**src/rtl/sub_pkg.sv**
```systemverilog
// Shared types for the digit-serial subtractor.
package sub_pkg;

  // Control states of the serial subtractor.
  //   IDLE : waiting for operands
  //   RUN  : one digit processed per clock
  //   DONE : result presented, waiting for the consumer
  typedef enum logic [1:0] {
    IDLE = 2'd0,
    RUN  = 2'd1,
    DONE = 2'd2
  } state_t;

endpackage : sub_pkg

```
**src/rtl/fs_digit.sv**
```systemverilog
// Combinational D-bit ripple-borrow subtractor: dif = x - y - bin.
// Built from a chain of one-bit full subtractors; bout is the borrow
// leaving the most significant bit.
module fs_digit #(
  parameter int D = 4
) (
  input  logic [D-1:0] x,
  input  logic [D-1:0] y,
  input  logic         bin,
  output logic [D-1:0] dif,
  output logic         bout
);

  // Borrow entering each bit position; brw[D] leaves the digit.
  logic [D:0] brw;

  // Ripple the borrow from the LSB upwards through one-bit full subtractors.
  always_comb begin
    // NOTE: every variable driven here gets a value before any branch or
    // loop reads it, so no path can leave it unassigned and infer a latch.
    dif    = '0;
    brw    = '0;
    brw[0] = bin;
    for (int i = 0; i < D; i++) begin
      dif[i]     = x[i] ^ y[i] ^ brw[i];
      // Borrow when x < y + borrow at this bit: x=0,y=1, or x==y with a
      // borrow already coming in.
      brw[i + 1] = (~x[i] & y[i]) | (~(x[i] ^ y[i]) & brw[i]);
    end
  end

  assign bout = brw[D];

endmodule : fs_digit

```
**src/rtl/sub_serial.sv**
```systemverilog
// Digit-serial subtractor: d = a - b - bi over N bits, D bits per clock.
// Operands are captured on an input handshake, consumed LSB digit first
// through a registered borrow, and the result is held on the output
// handshake until the consumer takes it.
module sub_serial
  import sub_pkg::*;
#(
  parameter int N = 16,
  parameter int D = 4
) (
  input  logic         clk,
  input  logic         rst_n,
  input  logic         in_valid,
  output logic         in_ready,
  input  logic [N-1:0] a,
  input  logic [N-1:0] b,
  input  logic         bi,
  output logic         out_valid,
  input  logic         out_ready,
  output logic [N-1:0] d,
  output logic         bo,
  output logic         ov
);

  // Number of RUN cycles per operation and the counter that tracks them.
  localparam int STEPS = N / D;
  localparam int CW    = (STEPS > 1) ? $clog2(STEPS) : 1;
  localparam logic [CW-1:0] LAST = CW'(STEPS - 1);

  // Reject widths that cannot be split into whole digits.
  if (D < 1 || D > N || (N % D) != 0) begin : g_param_check
    $error("sub_serial: D must satisfy 1 <= D <= N and divide N exactly");
  end

  state_t state;
  state_t state_nxt;

  logic [N-1:0]  a_sh;       // remaining minuend digits, LSB digit next
  logic [N-1:0]  b_sh;       // remaining subtrahend digits, LSB digit next
  logic          brw;        // borrow carried between digits
  logic          a_sign;     // a[N-1] at capture, for overflow
  logic          b_sign;     // b[N-1] at capture, for overflow
  logic [CW-1:0] cnt;        // digits already processed

  logic          load;       // operands accepted on this edge
  logic          last_step;  // current RUN cycle handles the top digit
  logic [D-1:0]  dig_dif;
  logic          dig_bout;
  logic [N-1:0]  d_next;     // d with this cycle's digit shifted in on top

  assign load      = in_valid && in_ready;
  assign last_step = (state == RUN) && (cnt == LAST);

  // One digit of the subtraction per clock.
  fs_digit #(
    .D (D)
  ) u_digit (
    .x    (a_sh[D-1:0]),
    .y    (b_sh[D-1:0]),
    .bin  (brw),
    .dif  (dig_dif),
    .bout (dig_bout)
  );

  // New digit enters at the top of d; after STEPS shifts the first digit
  // has reached the bottom and d is fully aligned.
  always_comb begin
    d_next = N'({dig_dif, d} >> D);
  end

  // State register.
  always_ff @(posedge clk or negedge rst_n) begin
    if (!rst_n) begin
      state <= IDLE;
    end else begin
      // NOTE: clocked state always uses non-blocking assignments so every
      // register samples the pre-edge values, independent of block order.
      state <= state_nxt;
    end
  end

  // Next-state logic.
  always_comb begin
    state_nxt = state;
    unique case (state)
      IDLE: begin
        if (in_valid) state_nxt = RUN;
      end
      RUN: begin
        if (cnt == LAST) state_nxt = DONE;
      end
      DONE: begin
        // Retire; a waiting operand set starts immediately (back-to-back).
        if (out_ready) state_nxt = in_valid ? RUN : IDLE;
      end
      default: state_nxt = IDLE;
    endcase
  end

  // Handshake outputs decoded from the state.
  always_comb begin
    in_ready  = 1'b0;
    out_valid = 1'b0;
    unique case (state)
      IDLE: in_ready = 1'b1;
      RUN:  in_ready = 1'b0;
      DONE: begin
        out_valid = 1'b1;
        // A new operation may start on the same edge the result is retired.
        in_ready  = out_ready;
      end
      default: begin
        in_ready  = 1'b0;
        out_valid = 1'b0;
      end
    endcase
  end

  // Operand capture, digit shifting and result registers.
  always_ff @(posedge clk or negedge rst_n) begin
    if (!rst_n) begin
      a_sh   <= '0;
      b_sh   <= '0;
      brw    <= 1'b0;
      a_sign <= 1'b0;
      b_sign <= 1'b0;
      cnt    <= '0;
      d      <= '0;
      bo     <= 1'b0;
      ov     <= 1'b0;
    end else if (load) begin
      a_sh   <= a;
      b_sh   <= b;
      brw    <= bi;
      a_sign <= a[N-1];
      b_sign <= b[N-1];
      cnt    <= '0;
    end else if (state == RUN) begin
      a_sh <= a_sh >> D;
      b_sh <= b_sh >> D;
      brw  <= dig_bout;
      d    <= d_next;
      cnt  <= cnt + CW'(1);
      if (last_step) begin
        bo <= dig_bout;
        // Overflow: operands of opposite sign and the result's sign differs
        // from the minuend's.
        ov <= (a_sign != b_sign) && (d_next[N-1] != a_sign);
      end
    end
  end

endmodule : sub_serial

```
**config.mk**
```make
export PLATFORM = sky130hd
export DESIGN_NAME = sub_serial
export DESIGN_NICKNAME = d
export VERILOG_FILES = /design/src/rtl/sub_pkg.sv /design/src/rtl/fs_digit.sv /design/src/rtl/sub_serial.sv
export SDC_FILE = /design/constraint.sdc
export NUM_CORES = 1
export LEC_CHECK = 0
export CORE_UTILIZATION = 23
export DETAILED_ROUTE_END_ITERATION = 8
export GPL_ROUTABILITY_DRIVEN = 0
export HOLD_SLACK_MARGIN = 0.05
export MAX_ROUTING_LAYER = met4
export PLACE_DENSITY = 0.41
export SLEW_MARGIN = 5
export SYNTH_ARGS = -nofsm -noshare
export SYNTH_HDL_FRONTEND = slang
export SYNTH_SLANG_ARGS = --single-unit
```
**constraint.sdc**
```tcl
create_clock -name clk -period 4.8 [get_ports clk]
set_input_delay 0.72 -clock clk [delete_from_list [all_inputs] [get_ports clk]]
set_output_delay 0.72 -clock clk [all_outputs]
set_load 0.02 [all_outputs]
```
==> impl_metrics.tcl <==
set metrics [dict create \
    status "complete, no violations" \
    fillers 1130 \
    die_w_um 106 \
    hold_class "reg -> reg" \
    drtIter0Drc 90 \
    irDropWorstVdd_uv 198 \
    path_max_fanout 34 \
    portBuffers 56 \
    die_y_um 106 \
    synth_commonest_cells "dfrtp_1 (57), nand2_1 (54), a221o_1 (21)" \
    track_usage_pct 12.4 \
    antennaDiodeCount 0 \
    whs_path_depth 2 \
    clock_power_share_pct 18.8 \
    synth-seq-cells 57 \
    worstPathRequired_ns 4.08 \
    start_kind "input pin" \
    finalPower_mw 2.28 \
    synth_cells 227 \
    synth_top_family_by_area "simple AND/OR/NAND/NOR gates" \
    cts_resized 0 \
    cts_tree "built" \
    cts_buffers 9 \
    antenna_left 0 \
    synthArstFlopShare_pct 100 \
    yosys.area_share.simple_pct 17.4 \
    setup-tns-final_ns 0 \
    fin_worst_skew_ns 0.00548 \
    ctsHoldBuffers 0 \
    io_pins 57 \
    r2r-start "b_sh[0]" \
    yosysUniqueCellTypes 30 \
    combPwrFrac_pct 44.0 \
    first_pass_iters 5 \
    critPathCaptureType "output port" \
    routed_wl_um 6100 \
    place_inst 403 \
    hold_end "d[0]" \
    synth_top_area_share_pct 56.9 \
    critical_path_arrival_ns 2.51 \
    synth_nets 269 \
    postCtsSetupBuffers 0 \
    final_net_count 320 \
    synth_xor_area_share_pct 0 \
    viasPerCell 4.46 \
    synth_ff_type "dfrtp_1" \
    core_area_mm2 0.0105 \
    cts_sinks 57 \
    critical_path_class "in -> out" \
    clk_pin_slew_ns 0.06 \
    finalSetupViolCount 0 \
    maxCapViolCount 0 \
    yosysSeqAreaShare_pct 56.9 \
    instances_no_fill 419 \
    seqPwrFrac_pct 37.2 \
    r2r-end "ov" \
    switchingPower_mw 0.890 \
    reg2reg_slack_ns 2.36 \
    fmax_mhz 309 \
    insertion_delay_ns 0.33 \
    synth_top_area_cell "dfrtp_1" \
    hold_violations 0 \
    ys_warn_count 0 \
    grt-ovfl-total 0 \
    dieArea_mm2 0.0113 \
    sw_frac_of_total_pct 39.0 \
    hold_path.startpoint "d[0]" \
    area_delta_synth_final_pct 33.0 \
    std_cell_rows 37 \
    internal_power_mw 1.39 \
    rsz0062_at_grt "no" \
    slew_violations 0 \
    clk_path_buf_depth 2 \
    syn_avg_cell_area_um2 11.0 \
    grt_pass1_wl_um 10300 \
    synth-edff-count 0 \
    drive_gt1_share_pct 8.13 \
    fin_crit_sh_pct 67.3 \
    antenna_found_initial 0 \
    cts_max_level 3 \
    drc 0 \
    ff2ff_path_depth 10 \
    dpl.hpwl_um 3760 \
    synth_compound_area_share_pct 15.2 \
    tightestPinTransition_ns 1.10 \
    power.leakage_nw 1.54 \
    syn_area_mm2 0.00251 \
    synth-adder-area-share_pct 3.69 \
    synth_area_leaders "dfrtp_1 (57%), a221o_1 (8.4%), nand2_1 (8.1%), and3_1 (5.0%), fa_1 (3.2%)" \
    synthMuxAreaShare_pct 1.35 \
    p_per_area_mw_per_mm2 684 \
    root_buffer "clkbuf_8" \
    synth.most_common_cell "dfrtp_1" \
    slew_headroom_pct 26.5 \
    grt_pass1_vias 1904 \
    vias 1869 \
    start_util_pct 24.0 \
    wl_per_cell_um 14.6 \
    grt_max_degree 58 \
    fin_crit_ns 3.23 \
]
[how the worst max path moves through the flow]
stage                    from       end  depth (start not counted)
floorplan             b_sh[0]        ov                         10
detailed placement  out_ready  in_ready                          4
global placement    out_ready  in_ready                          4
finish              out_ready  in_ready                          4
CTS                 out_ready  in_ready                          4
global route        out_ready  in_ready                          4
[critical path, stage by stage]
cell and delay (ns):
clkdlybuf4s50_1 0.46, nand2b_2 0.53, and2b_1 0.21, clkdlybuf4s50_1 0.59
[kinds of logic after synthesis]
logic type / count (synthesis)
and+or+nand+nor: 91
adders and majority gates: 5
buffers and inverters: 25
muxes: 3
AOI/OAI and AO/OA: 46
DFF: 57
[placed cells by master, fill, tap and decap left out, types with 6 or more instances in the layout]
| cell | count |
|---|---|
| clkdlybuf4s50_1 | 55 |
| clkbuf_8 | 13 |
| a221o_1 | 21 |
| dfrtp_1 | 57 |
| and3_1 | 20 |
| o21ai_1 | 8 |
| inv_1 | 7 |
| nand3_1 | 6 |
| nand2_1 | 54 |
[routing by layer]
metal	wire [um]	track usage (%)
met1	3120	16.9
met3	295	4.23
met5	0	-
met2	2640	17.4
met4	48	3.52
[power by group through the flow]
stage / clock network (mW) / registers [mW] / logic [mW]
after detailed placement: 0 / 0.858 / 1.02
after global placement: 0 / 0.857 / 1.01
after CTS: 0.446 / 0.850 / 1.03
after floorplan: 0 / 0.900 / 0.657
after global routing: 0.465 / 0.880 / 1.13
final: 0.430 / 0.849 / 1.00
[registers in the layout, indices dropped and copies added, names as in the netlist]
name / cells
state: 2
b_sign: 1
brw: 1
bo: 1
cnt: 2
b_sh: 16
ov: 1
a_sign: 1
d: 16
a_sh: 16
[layout make-up]
| cell class | instances | area [um^2] | share of cell area (%) |
|---|---|---|---|
| repair buffers | 58 | 571 | 17.1 |
| multi-input cells | 145 | 950 | 28.5 |
| inverters | 7 | 26.3 | 0.788 |
| flip-flops and latches | 57 | 1430 | 42.8 |
| well taps | 136 | 170 | 5.10 |
| clock inverters | 2 | 10.0 | 0.300 |
| clock buffers | 14 | 183 | 5.48 |
[stage by stage]
stage	instance area (um^2)	setup WS, ns	util, %	hold WS [ns]
after floorplan	2510	2.53	-	0.424
after global placement	3140	1.56	30.0	0.458
after detailed placement	3140	1.57	30.0	0.464
after CTS	3340	1.56	31.9	0.480
after global routing	3340	1.47	31.9	0.496
final	3340	1.57	31.9	0.472
Power figures use the tool's default switching activity.
